## src/rtl/shift_arbiter.sv

```systemverilog
// shift_arbiter: round-robin front end that shares one external ShiftLR
// barrel shifter among NREQ requesters. The granted request drives the
// shifter combinationally and its Z output is captured into a one-entry
// result register tagged with the requester index.
module shift_arbiter #(
  parameter int NREQ = 4,
  parameter int IDW  = 2
) (
  input  logic                 clk,
  input  logic                 rst,
  input  logic [NREQ-1:0]      req_valid,
  output logic [NREQ-1:0]      req_ready,
  input  logic [32*NREQ-1:0]   req_data,
  input  logic [5*NREQ-1:0]    req_amt,
  input  logic [NREQ-1:0]      req_left,
  input  logic [NREQ-1:0]      req_log,
  output logic [31:0]          sh_x,
  output logic [4:0]           sh_s,
  output logic                 sh_left,
  output logic                 sh_log,
  input  logic [31:0]          sh_z,
  output logic                 rsp_valid,
  input  logic                 rsp_ready,
  output logic [31:0]          rsp_data,
  output logic [IDW-1:0]       rsp_id
);

  // Result register and round-robin pointer
  logic            r_rsp_valid;
  logic [31:0]     r_rsp_data;
  logic [IDW-1:0]  r_rsp_id;
  logic [IDW-1:0]  r_rr_ptr;

  // Per-requester fields unpacked from the flat buses
  logic [31:0]     w_x [NREQ];
  logic [4:0]      w_s [NREQ];

  logic [NREQ-1:0] w_grant;
  logic [IDW-1:0]  w_gnt_idx;
  logic            w_any;
  logic            w_can_accept;
  logic            w_accept;
  logic [IDW-1:0]  w_ptr_next;

  genvar gi;
  generate
    for (gi = 0; gi < NREQ; gi++) begin : g_unpack
      assign w_x[gi] = req_data[32*gi +: 32];
      assign w_s[gi] = req_amt[5*gi +: 5];
    end
  endgenerate

  // Scan from r_rr_ptr upward, wrapping at NREQ, and take the first pending request
  always_comb begin
    logic [IDW:0] v_cand;
    logic         v_found;
    v_cand    = '0;
    v_found   = 1'b0;
    w_grant   = '0;
    w_gnt_idx = '0;
    for (int k = 0; k < NREQ; k++) begin
      v_cand = {1'b0, r_rr_ptr} + (IDW+1)'(k);
      if (v_cand >= (IDW+1)'(NREQ)) begin
        v_cand = v_cand - (IDW+1)'(NREQ);
      end
      if (!v_found && req_valid[v_cand[IDW-1:0]]) begin
        v_found                       = 1'b1;
        w_gnt_idx                     = v_cand[IDW-1:0];
        w_grant[v_cand[IDW-1:0]]      = 1'b1;
      end
    end
  end

  assign w_any        = |w_grant;
  assign w_can_accept = ~r_rsp_valid | rsp_ready;
  assign w_accept     = w_any & w_can_accept;
  assign req_ready    = w_grant & {NREQ{w_can_accept}};

  // Pointer moves just past the winner; wrap explicitly so non-power-of-two NREQ stays in range
  assign w_ptr_next = (w_gnt_idx == IDW'(NREQ-1)) ? '0 : w_gnt_idx + IDW'(1);

  // The shifter sees the winner even while stalled; the result is simply not captured then
  assign sh_x    = w_any ? w_x[w_gnt_idx]      : 32'd0;
  assign sh_s    = w_any ? w_s[w_gnt_idx]      : 5'd0;
  assign sh_left = w_any ? req_left[w_gnt_idx] : 1'b0;
  assign sh_log  = w_any ? req_log[w_gnt_idx]  : 1'b0;

  // Capture on accept (replacing a draining result), clear valid on a bare drain
  always_ff @(posedge clk) begin
    if (rst) begin
      r_rsp_valid <= 1'b0;
      r_rsp_data  <= 32'd0;
      r_rsp_id    <= '0;
      r_rr_ptr    <= '0;
    end else if (w_accept) begin
      r_rsp_valid <= 1'b1;
      r_rsp_data  <= sh_z;
      r_rsp_id    <= w_gnt_idx;
      r_rr_ptr    <= w_ptr_next;
    end else if (rsp_ready) begin
      r_rsp_valid <= 1'b0;
    end
  end

  assign rsp_valid = r_rsp_valid;
  assign rsp_data  = r_rsp_data;
  assign rsp_id    = r_rsp_id;

endmodule

```

## config.mk

```make
export PLATFORM = sky130hd
export DESIGN_NAME = shift_arbiter
export DESIGN_NICKNAME = d
export VERILOG_FILES = /design/src/rtl/shift_arbiter.sv
export SDC_FILE = /design/constraint.sdc
export NUM_CORES = 1
export LEC_CHECK = 0
export CORE_ASPECT_RATIO = 0.6
export CORE_MARGIN = 5
export CORE_UTILIZATION = 33
export CTS_CLUSTER_SIZE = 28
export DETAILED_ROUTE_END_ITERATION = 10
export PLACE_DENSITY = 0.95
export SETUP_SLACK_MARGIN = 0.2
export SYNTH_ARGS = -nofsm -noshare
export SYNTH_HDL_FRONTEND = slang
export SYNTH_SLANG_ARGS = --single-unit
```

## constraint.sdc

```tcl
create_clock -name clk -period 5.6 [get_ports clk]
set_clock_uncertainty 0.15 [all_clocks]
set_input_delay 0.56 -clock clk [delete_from_list [all_inputs] [get_ports clk]]
set_output_delay 0.56 -clock clk [all_outputs]
set_load 0.02 [all_outputs]
```

==> flow_results.org, run 1 <==
** Outcome
- Result of the run :: completed

** Clock tree
- Clock transition at the registers of the reported paths :: 50 ps
- Number of buffers inserted during clock tree synthesis :: 5
- Buffer type at the clock tree root :: clkbuf_16
- Insertion delay to the later sink of the worst-skew pair :: 270 ps
- Clock Tree Buf Depth :: 2
- Cells resized by post-CTS repair :: 0
- Num Clock Sinks :: 37
- CTS tree :: done
- CTS built an H-tree with a depth of 2.
- Number of buffers inserted to repair setup after CTS :: 0
- Hold repair after CTS inserted 0 buffers.

** Placed design
- Port Buf Inserts :: 272
- Post-detailed-placement half-perimeter wirelength :: 11,400 um
- Area after detailed placement :: 5840 um2
- GPL Wtd Cong :: approximately 0.9

** Timing
- Setup violations remaining at the end of the flow were counted as 0.
- The final critical path takes up 87.7% of the cycle.
- Final worst path period need :: 4910 ps
- Setup repair after global routing left no endpoint under its margin.
- For this run, the top clock speed supported by timing is 204 MHz.
- Hold Fails Final Rpt :: 0
- Summed over all failing endpoints, the final setup total negative slack is 0 ps.
- For the pin with the worst max-slew slack, the measured transition is slightly below 700 ps.
- Final-layout worst hold slack :: 340 ps
- Relative slew slack :: a little over half
- Count of pins over their slew limit :: 0

** Floorplanning
- Area of the die :: 11,600 um2
- After floorplanning, the core was divided into 27 placement rows.
- I/O Pins :: roughly 270
- Core Box Area :: around 9200 um2
- Die Span Y :: 85.4 um
- Initial standard-cell utilization of the core :: 33.9%
- In this run the horizontal extent of the chip is 136 um.

** Synthesis
- Share of flip-flops with an asynchronous set or reset :: 0%
- Most common library cells after synthesis :: mux2i_1, nor2_1, dfxtp_1
- Count of synthesis-stage warnings from yosys :: 0
- Register area share after synthesis :: 23.7%
- mux2i_1 is the most common cell in the netlist.
- The biggest area contributor in the post-synthesis netlist is mux2i_1.
- Among all flip-flop cells after synthesis, the most frequent one is dfxtp_1.
- In this run, synthesis inferred 0 flip-flops with an integrated enable.
- The share of synthesized area in the top cell type comes to a little under two fifths.
- In this run, synthesis produced a sequential element count of 37.
- Synth cell types :: 34
- After synthesis the cells add up to 3130 um2.
- Average size of a mapped cell :: 9.69 um2
- Syn Inst Count :: ~320
- Top cells by area in the synthesized netlist :: mux2i_1, dfxtp_1, o22ai_1
- Synthesized netlist net count :: approximately 530

** Worst setup path
- At the worst endpoint, the arrival time is between 4000 and 5000 ps.
- Worst endpoint required time :: 4890 ps
- Along the worst path, the maximum fanout reaches 20.
- On the critical path, the stage with the largest delay is an instance of dfxtp_1.
- Critical path's largest stage delay :: 670 ps
- Traced cell by cell, the critical path runs through inv_1 -> ha_1 -> mux4_2 -> nand3_1 -> o21ai_0 -> a21oi_4 -> buf_4 -> mux2i_1 -> o22ai_2 -> clkdlybuf4s50_1.
- Type of element launching the critical path :: register
- The critical path in this run is classified as reg -> out.
- Endpoint kind of the worst setup timing path :: output port

** Cells and area
- Finished Cell Area :: 5980 um2
- The final layout contains 782 nets.
- 0 antenna diodes ended up in the layout.
- P&R area growth vs syn :: 91.1%
- In the final layout, the share of cells above drive strength 1 is 5.86%.

** Routing
- First-iteration detailed-routing DRC count :: 203
- Dividing the detail-routed via count by the number of cells gives 5.04.
- Number of nets with antenna violations after detailed routing :: 0
- For this block, the routed nets add up to 13,800 um of wire.
- After detailed routing, the number of remaining DRC violations is 0.
- The first detailed-routing pass took 4 iterations.
- After detailed routing, the average wire length per cell comes to 19.4 um.
- Detailed routing inserted a total of 3,577 vias.

** Global routing
- Number of global-route vias before repair :: 3,808
- Global routing consumed, over all layers together, between 20 and 25% of the routing resources.
- Congestion Overflow GR :: 0
- Largest net degree at the start of global routing :: 40
- The first global-routing pass estimated ~20,000 um of wire.
- Initial antenna violation count :: 0

** Power and ir drop
- Post-route total power :: 3.60 mW
- PwrDens :: 601 nW/um2
- Maximum vdd drop :: around 0.00036 V
- In this run the static leakage power is 2.58 nW.

** Flow run
- MaxCap Viol Count :: 0

** Worst hold path
- The worst hold path belongs to the class reg -> reg.
## layout by cell type, fill, tap and decap left out, types with 2 or more instances in the layout
| cell | Yosys | final |
|---|---|---|
| o22ai_1 | 29 | 29 |
| dfxtp_1 | 37 | 37 |
| a21oi_1 | 3 | 2 |
| mux4_2 | 4 | 4 |
| nand2_1 | 7 | 7 |
| ha_1 | 7 | 7 |
| nand2b_1 | 2 | 2 |
| a22oi_1 | 4 | 4 |
| nor4_1 | 2 | 2 |
| nor2_1 | 44 | 44 |
| clkdlybuf4s50_1 | 0 | 272 |
| o22ai_2 | 10 | 10 |
| clkbuf_16 | 0 | 5 |
| buf_4 | 3 | 6 |
| o21ai_0 | 6 | 6 |
| nand3_1 | 2 | 2 |
| inv_1 | 4 | 4 |
| mux2i_1 | 118 | 118 |
| nor2b_1 | 2 | 2 |
## cell families after synthesis
logic type / Yosys count / synth area share (%)
AOI/OAI and AO/OA: 60 / 14.7
DFF: 37 / 23.7
buffers and inverters: 33 / 9.15
adders and majority gates: 7 / 2.80
and+or+nand+nor: 63 / 8.67
muxes: 123 / 41.0
## metrics by stage
step	instances	utilization (%)	worst slack (ps)
2_1_floorplan	323	-	2280
3_3_place_gp	703	63.3	1080
3_5_place_dp	703	63.3	983
4_1_cts	710	64.9	680
5_1_grt	710	64.9	383
6_report	710	64.9	687
## layout make-up
type                            instances  area [um2]
Fill cell                             747        3240
Multi-Input combinational cell        253        2130
Sequential cell                        37         741
Clock buffer                            7         143
Inverter                                4        15.0
Timing Repair Buffer                  279        2790
Tap cell                              130         163
## path summary, 6_finish.rpt
| check | startpoint | end | slack [ps] | cells past startpoint |
|---|---|---|---|---|
| max | r_rr_ptr[0] | sh_x[17] | 690 | 10 |
| min | rsp_id[1] | rsp_id[1] | 340 | 2 |
| max reg2reg | r_rr_ptr[0] | rsp_data[23] | 1970 | 9 |
| min reg2reg | rsp_id[1] | rsp_id[1] | 340 | 2 |
## power breakdown
group          switching (mW)  total [mW]  internal, mW
sequential             0.0645       0.422         0.357
clock                  0.0963       0.271         0.174
combinational            1.52        2.90          1.39
## registers in the layout, indices dropped and copies added (netlist names)
name       count
rsp_data      32
r_rr_ptr       2
rsp_id         2
rsp_valid      1
## metal layers
layer  wire, um  up-vias  global-route usage (%)
li1           -     1709                       -
met1       5370     1693                    25.4
met2       7030      151                    39.9
met3       1050       24                    7.05
met4        291        0                    5.12
met5          0        -                       0
## critical path, delay by kind of cell, from the launching register on
kind / cells / cell delay (ps)
buffers and inverters: 3 / 1240
muxes: 2 / 770
DFF: 1 / 670
AOI/OAI and AO/OA: 3 / 620
adders and majority gates: 1 / 500
and+or+nand+nor: 1 / 120
(Power assumes the default switching activity.)
==> run 2, diff against run 1 <==
--- a/config.mk
+++ b/config.mk
@@ -6,7 +6,6 @@
 export NUM_CORES = 1
 export LEC_CHECK = 0
 export CORE_ASPECT_RATIO = 0.6
-export CORE_MARGIN = 5
 export CORE_UTILIZATION = 33
 export CTS_CLUSTER_SIZE = 28
 export DETAILED_ROUTE_END_ITERATION = 10
==> flow_results.org, run 2 (synthesis results as in run 1) <==
** Cells and area
- The library cell used most frequently in the layout, excluding fill and tap cells, is clkdlybuf4s50_1.
- Fill cells in the final layout number 772.
- Share of the core filled with cells in the final layout :: between 60 and 70%
- Cells with a size suffix above 1 make up 6.37% of the layout.
- Final layout net count :: 782
- Commonest cells after routing, fill and taps aside :: clkdlybuf4s50_1, mux2i_1, nor2_1
- The register with the most flip-flops in the layout has 32 of them.
- Total inserted antenna cells :: 0
- P&R area growth vs syn :: 92.6%

** Timing
- Static timing analysis puts the maximum clock frequency at 196 MHz.
- Count of pins over their slew limit :: 0
- Count of final setup violators :: 0
- At the pin with the least slew margin, the transition time is 742 ps.
- Hold Fails Final Rpt :: 0
- In this run the tightest slew margin relative to its limit is between 50 and 60%.
- For the finished layout, the period the worst path requires is 5090 ps.
- Unrepaired setup endpoints after global routing :: no
- In the finished design, the share of the clock period the worst path needs comes to 91.0%.
- After layout, the worst setup slack is 506 ps.
- Fin Setup TNS :: 0 ps

** Worst hold path
- In this run the worst hold path is classified as reg -> reg.
- Endpoint of the worst hold path :: rsp_data[1]
- The worst hold path begins at rsp_data[1].
- Cells on Worst Hold Path :: 2

** Clock tree
- Once the clock tree was built, the setup fixing pass inserted 0 buffers.
- After clock tree synthesis, the clock-pin slew on the worst setup and hold paths is 50 ps.
- Num Clock Sinks :: 37
- The H-tree generated during clock tree synthesis spans 2 levels.
- CTS tree :: done
- After clock tree synthesis, the flow added hold-fix buffers numbering 0.
- In this run the deepest clock path goes through 2 buffers.
- Cells resized by post-CTS repair :: 0
- Clock latency on the worst-skew pair, taken at its later pin, is 270 ps.
- CTS placed an instance of clkbuf_16 at the clock tree root.
- Number of buffers inserted during clock tree synthesis :: 5

** Placed design
- Post-detailed-placement half-perimeter wirelength :: 10,600 um
- In this run the tool buffered the top-level ports with 272 buffer cells.
- At the end of routability-driven placement, the weighted congestion stood at a little under 0.9.
- OpenSTA, run right after detailed placement, puts the worst setup slack at just under 700 ps.

** Power and ir drop
- Registers are responsible for 11.4% of the overall power.
- Net switching is between 40% and 50% of the power.
- Total internal power :: 1.99 mW
- IR analysis of the VDD net gives a maximum drop of 0.000459 V.
- PwrDens :: 613 nW/um2
- Summed over all cells, the static leakage comes to 2.60 nW.
- In this run the power spent charging and discharging nets is about 1.7 mW.
- Combinational logic burns 79.9% of the power.
- Part of the total power dissipated in the clock network :: under 10%

** Worst setup path
- Among all stages on the critical path, the largest delay is contributed by dfxtp_1.
- Endpoint kind of the worst setup timing path :: output port
- Worst R2R End :: rsp_data[26]
- STA classifies the critical path startpoint as a register.
- Together, buffers and inverters on the worst path number 3.
- Counting cells, the worst reg-to-reg path comes to 9.
- For this run, the slowest stage of the critical path takes 670 ps.
- Minimum setup slack among reg-to-reg paths :: 1930 ps
- Critical path cell sequence :: inv_1 -> ha_1 -> mux4_2 -> nand3_1 -> o21ai_0 -> a21oi_4 -> buf_12 -> mux2i_1 -> o22ai_2 -> clkdlybuf4s50_1
- Counting buffers and inverters, the worst setup path is 10 cells deep.
- Crit Path Max Fanout :: 40
- The kind of cell with the highest combined delay along the critical path is buffers and inverters.
- In this run the critical register-to-register path is launched from r_rr_ptr[0].
- Worst Setup Path Type :: reg -> out
- Arrival @ worst endpoint :: between 4000 and 5000 ps
- Worst endpoint required time :: 4890 ps

** Global routing
- Number of global-route vias before repair :: 3,669
- Initial antenna violation count :: 0
- Largest net degree at the start of global routing :: 41
- In the global route stage, overall resource usage came out at 24.7%.
- The first global-routing pass estimated 19,100 um of wire.
- After global routing the overflow that remains totals 0.

** Routing
- DRC violations left :: 0
- Via-per-instance ratio :: 5.05
- The routed layout has 3,588 vias.
- Total iterations of the first detailed-routing run :: 6
- For this block, the initial DRC count from the detailed router was around 140.
- Once detail routing completed, the nets flagged for antenna violations numbered 0.
- Wire length per cell :: roughly 18 um
- Routed wire length :: 12,900 um

** Floorplanning
- I/O Pins :: 273
- The initial utilization of the core area, before any placement, comes to 34.1%.
- The die covers between 9000 and 10,000 um2.
- The die is slightly below 80 um tall.
- Horizontal die dimension :: 128 um
- The floorplan has 27 rows.
- The floorplan step defined a core boundary enclosing 9190 um2.

** Flow run
- The tool flagged a number of max-cap violations equal to 0.

** Outcome
- Result of the run :: completed
run 2: changes by cell type in the layout (fill, tap and decap cells not counted), sizes merged:
cell,previous run,this run
bufinv,0,1
run 2: layer usage:
layer	part of all wire (%)	track usage, %
met5	0	0
met4	2.5	8.12
met3	5.9	5.93
met2	52	46.2
met1	40	27.4
run 2: worst max-delay path by stage:
| stage | endpoint | slack [ps] | startpoint |
|---|---|---|---|
| finish | sh_x[13] | 510 | r_rr_ptr[0] |
| global route | sh_x[13] | 220 | r_rr_ptr[0] |
| CTS | sh_x[29] | 380 | r_rr_ptr[0] |
| detailed placement | sh_x[29] | 690 | r_rr_ptr[0] |
| global placement | sh_x[29] | 870 | r_rr_ptr[0] |
| floorplan | sh_s[1] | 2280 | r_rr_ptr[0] |
run 2: final cells by class:
type / instances / area, um2 / area share (%)
clock buffers: 7 / 143 / 2.37
well taps: 130 / 163 / 2.70
multi-input cells: 253 / 2140 / 35.5
flip-flops and latches: 37 / 741 / 12.3
clock inverters: 1 / 30.0 / 0.498
repair buffers: 279 / 2800 / 46.4
inverters: 4 / 15.0 / 0.249
run 2: power by group through the flow:
stage / Combinational, mW / Sequential [mW] / Clock (mW)
2_1_floorplan: 1.84 / 0.515 / 0
3_3_place_gp: 2.88 / 0.417 / 0
3_5_place_dp: 2.94 / 0.425 / 0
4_1_cts: 2.96 / 0.422 / 0.330
5_1_grt: 3.11 / 0.434 / 0.344
6_report: 2.95 / 0.421 / 0.323
run 2: tightest hold or removal path: stages (launching register included):
cell     delay (ps)
dfxtp_1         320
mux2i_1          60
nor2_1           70
run 2: through the flow:
stage / area [um2] / power (mW) / hold WS [ps] / instances
floorplan: 3130 / 2.35 / 433 / 323
global placement: 5850 / 3.30 / 321 / 703
detailed placement: 5850 / 3.36 / 337 / 703
CTS: 6020 / 3.71 / 346 / 711
global route: 6030 / 3.89 / 369 / 711
finish: 6030 / 3.70 / 343 / 711
==> RTL change 1, RTL diff (config.mk and constraints of run 1) <==
The parameter `NREQ` goes from 4 to 2.
--- a/src/rtl/shift_arbiter.sv
+++ b/src/rtl/shift_arbiter.sv
@@ -5,3 +5,3 @@
 module shift_arbiter #(
-  parameter int NREQ = 4,
+  parameter int NREQ = 2,
   parameter int IDW  = 2
Interface: changed (6 resized); port bits go from 273 to 191. The function was not compared with the original's and may differ.
==> RTL change 1 against run 1 <==
Global-route usage fell by 4.0 points; hold slack lost 0.019 ns; design area down 26%; sequential cell count stayed put; maximum frequency grew 42%; area after synthesis shrank 25%; setup slack gained 1.4 ns; synthesized cell count decreased by 6.2%; routed wire length decreased by 36%; critical path type is now in -> out.
Power is not compared: it rests on default switching activity, and its combinational part moved more than twofold at a synthesized area within 25%.
==> RTL change 1: results (changes against run 1) <==
stage;metric;value;unit;change
worst_hold_path;hold_sp;rsp_data[16]$_SDFFE_PP0P_;;
setup_path;Crit Path Max Fanout;44;;+120%
setup_path;slowest cell on the critical path;a21oi_4;;
clock_tree;CTS-repair resized insts;0;;unchanged
placement;Port Buffer Count;190;;-30%
cells_and_area;layout cells sized above 1;3.59;%;-2.3 points
sta;Fin Hold WS;0.321;ns;-0.0191 ns
setup_path;reg2reg path depth;3;;-6
drt;mean routed wirelength per cell;15.6;µm;-19%
cells_and_area;fin nets;588;;-25%
drt;first-iteration detailed-routing DRC count;129;;-36%
outcome;status;complete, no violations;;
synth;ys flop type;dfxtp_1;;
power;cell-internal power;664;µW;
placement;pre-CTS setup slack;2.14;ns;+1.16 ns
synth;post-synth net total;418;;-20%
synth;most common cell in the netlist;nand2b_1;;
setup_path;CP arrival;2.76;ns;-1.44 ns
sta;Slew @ Worst Pin;0.995;ns;+0.301 ns
placement;detailed placement HPWL;6.74;mm;-41%
setup_path;RR Endpoint;rsp_valid$_SDFFE_PP0P_;;
synth;top cells by area, synth;dfxtp_1 31%, nand2b_1 18%, mux2i_1 14%;;
worst_hold_path;Worst Hold Path EP;rsp_data[16]$_SDFFE_PP0P_;;
sta;post-layout min period;3.47;ns;-1.45 ns
drt;via count;2801;;-22%
clock_tree;Worst-Skew Late Latency;0.27;ns;about the same
worst_hold_path;hold-critical path depth;2;;unchanged
cells_and_area;ant diodes;0;;unchanged
placement;gpl congestion;0.800;;-11%
cells_and_area;Fill cells;562;;-25%
synth;synth unique cells;23;;-32%
setup_path;worst setup path start;req_valid[1];;
setup_path;Setup crit end;sh_x[21];;
placement;Placement Cell Area;4250;µm²;-27%
clock_tree;H-Tree Depth;2;;unchanged
setup_path;max incr delay on CP;0.81;ns;+0.14 ns
global_route;vias in the first global route;2623;;-31%
synth;post-synthesis sequential area ratio;31.4;%;+7.7 points
global_route;largest net degree at the start of global routing;71;;+78%
setup_path;setup slack, reg-to-reg;3.76;ns;+1.79 ns
global_route;first-pass GRT wire length;13.2;mm;-35%
drt;post-DR vias/cell;4.99;;-0.90%
power;Clock power frac;31.0;%;
clock_tree;clk buf depth;2;;unchanged
placement;dpl cells;553;;-21%
clock_tree;cts bufs inserted;5;;unchanged
clock_tree;Clock transition at path regs;0.05;ns;about the same
global_route;GRT Total Usage;18.1;%;-4.0 points
power;Net Sw Power;275;µW;
synth;Mapped Avg Cell Area;7.79;µm²;-20%
synth;synth cell count leaders;67 x nand2b_1, 42 x a21oi_1, 40 x nand3_1, 40 x o21ai_1, 37 x dfxtp_1;;
RTL change 1: cell count changes after synthesis, sizes merged, moves of 5 or more:
cell    delta
a21oi     +39
buf       -11
clkbuf    +14
ha         -7
mux2i     -86
nand2      -5
nand2b    +65
nand3     +38
nor2      -44
o21ai     +34
o22ai     -38
RTL change 1: layer usage:
layer	up-vias	wire [µm]	global-route usage, %
met3	13	622	5.71
met1	1286	3820	22.3
met2	113	4200	31.6
met5	-	0	0
li1	1389	-	-
met4	0	125	4.11
RTL change 1: final cells by class:
type                    count  area (µm²)  area share [%]
repair buffers            195        1940            44.0
multi-input cells         232        1450            32.9
flip-flops and latches     37         741            16.8
clock buffers               7         153            3.47
well taps                  87         109            2.47
inverters                   2        10.0           0.227
clock inverters             1        5.00           0.114
RTL change 1: kinds of logic after synthesis:
kind of cell    synth area share [%]
buf+inv                         8.37
mux                             13.6
compound gates                  18.5
flops                           31.4
simple gates                    28.2
RTL change 1: critical path: cells and delay by family:
family	cells	cell delay, ns
compound gates	2	0.90
buf+inv	3	1.26
==> RTL change 2, RTL diff (settings of run 1) <==
Without the edit above. Reset style: asynchronous (`rst`), changed in one clocked block.
--- a/src/rtl/shift_arbiter.sv
+++ b/src/rtl/shift_arbiter.sv
@@ -88,3 +88,3 @@
   // Capture on accept (replacing a draining result), clear valid on a bare drain
-  always_ff @(posedge clk) begin
+  always_ff @(posedge clk or posedge rst) begin
     if (rst) begin
Check against the original RTL: differs if rst is asserted again (counterexample within 4 cycles, from zero or initial values and one cycle with rst high); with rst held inactive, the same outputs for 10 cycles.
==> RTL change 2 against run 1 <==
Sequential cell count unchanged; routed wire length up 56%; die area up 60%; power is 77% higher; clock power increased by 3%; design area up 37%; non-clock buffer count rose by 10; setup slack worse by 0.18 ns; area after synthesis is 67% higher; largest cell class is now multi-input gates.
==> RTL change 2: results (changes against run 1) <==
stage;metric;value;unit;change
drt;wire length on met3;2.40;mm;+130%
cells_and_area;fin nets;1015;;+30%
drt;DRT Pass-1 Iters;5;;+1
drt;DR WL met2;10.0;mm;+43%
sta;Max-slew headroom;28.5;%;-25 points
setup_path;setup slack, reg-to-reg;1.57;ns;-0.40 ns
placement;pre-CTS setup slack;0.762;ns;-0.221 ns
power;Worst VDD drop;0.000508;V;+43%
worst_hold_path;Worst Hold Path EP;rsp_data[7]$_DFFE_PP0P_;;
sta;Fin Hold WS;0.339;ns;-0.00160 ns
setup_path;reg2reg path depth;9;;unchanged
power;Pleak;2.93;nW;+14%
synth;FFs w/ async S/R, synth;100;%;+100 points
placement;gpl congestion;0.921;;+2.3%
drt;top layer in use;met5;;
worst_hold_path;hold_sp;rsp_data[7]$_DFFE_PP0P_;;
drt;first-iteration detailed-routing DRC count;482;;+140%
worst_hold_path;hold-critical path depth;1;;-1
drt;mean routed wirelength per cell;21.1;µm;+8.8%
synth;post-synth net total;803;;+53%
global_route;initial antenna violation count;2;;+2
synth;ys flop type;dfrtp_1;;
synth;post-synthesis sequential area ratio;17.7;%;-5.9 points
cells_and_area;Fill cells;1359;;+82%
global_route;largest net degree at the start of global routing;90;;+130%
global_route;vias in the first global route;6263;;+64%
setup_path;Reg-to-Reg Start;r_rr_ptr[0]$_DFFE_PP0P_;;
synth;top cells by area, synth;o211ai_1 23%, dfrtp_1 18%, mux2_2 11%;;
clock_tree;root buffer selected by CTS;clkbuf_16;;
outcome;status;complete, no violations;;
synth;synth cell count leaders;157 x o211ai_1, 66 x clkbuf_1, 49 x mux2_2;;
global_route;GRT Total Usage;21.6;%;-0.47 points
drt;post-DR vias/cell;6.15;;+22%
cells_and_area;layout cells sized above 1;10.8;%;+5.0 points
setup_path;CP arrival;4.38;ns;+0.18 ns
drt;M1 WL;8.42;mm;+57%
global_route;first-pass GRT wire length;32.7;mm;+60%
setup_path;Crit Path Max Fanout;40;;+100%
placement;detailed placement HPWL;15.5;mm;+36%
cells_and_area;number of flip-flops under the largest register name;32;;unchanged
## RTL change 2: changes by cell type after synthesis, sizes merged, moves of 37 or more
| cell | run 1 | this run |
|---|---|---|
| o211ai | 1 | 157 |
| mux2 | 1 | 79 |
| mux2i | 118 | 46 |
| clkbuf | 6 | 66 |
| a21oi | 3 | 44 |
| a22o | 0 | 40 |
| dfrtp | 0 | 37 |
| dfxtp | 37 | 0 |
## RTL change 2: area by class of cell
type | instances | area share (%)
timing repair buffer | 289 | 35.1
tap | 203 | 3.10
multi-input combinational | 476 | 48.5
sequential | 37 | 11.3
clock buffer | 6 | 1.69
inverter | 4 | 0.183
clock inverter | 1 | 0.0915
antenna | 1 | 0.0305
## RTL change 2: per-layer routing
metal  up-vias  track usage (%)
li1       2864                -
met1      2983             26.8
met2       360             36.3
met3        48             5.76
met4         2             7.07
met5         -                0
## RTL change 2: worst max-delay path by stage
stage	from	to	slack [ns]	cells past startpoint
after floorplan	r_rr_ptr[0]$_DFFE_PP0P_	sh_s[1]	1.85	11
after global placement	req_valid[1]	sh_x[16]	0.91	9
after detailed placement	req_valid[1]	sh_x[16]	0.76	9
after CTS	r_rr_ptr[0]$_DFFE_PP0P_	sh_x[16]	0.57	10
after global routing	r_rr_ptr[0]$_DFFE_PP0P_	sh_x[16]	0.28	10
final	r_rr_ptr[0]$_DFFE_PP0P_	sh_x[16]	0.51	10
## RTL change 2: worst max-delay path, cell delays in order (launching register included)
cell	delay, ns
dfrtp_4	0.59
inv_1	0.22
ha_1	0.55
mux2_2	0.42
mux2i_1	0.28
a221oi_1	0.16
o21ai_0	0.46
nor3_2	0.08
buf_4	0.32
a21oi_1	0.35
clkdlybuf4s50_1	0.67
## RTL change 2: cells by family after synthesis
family | count (synthesis) | share of synthesized area (%)
compound gates | 302 | 42.5
buf+inv | 88 | 6.86
fa+ha+maj | 7 | 1.68
flops | 37 | 17.7
mux | 129 | 27.6
simple gates | 38 | 3.64
## RTL change 2: report_power, final
group	switching, mW	internal [mW]	total (mW)
registers	0.0990	0.415	0.514
logic	3.09	2.48	5.57
clock network	0.104	0.174	0.279
total	3.30	3.07	6.36
## RTL change 2: per-stage QoR
step           std cells  cell area [µm²]
3_5_place_dp        1009             8050
5_1_grt             1016             8200
6_report            1017             8200
4_1_cts             1016             8200
2_1_floorplan        601             5220
3_3_place_gp        1009             8050
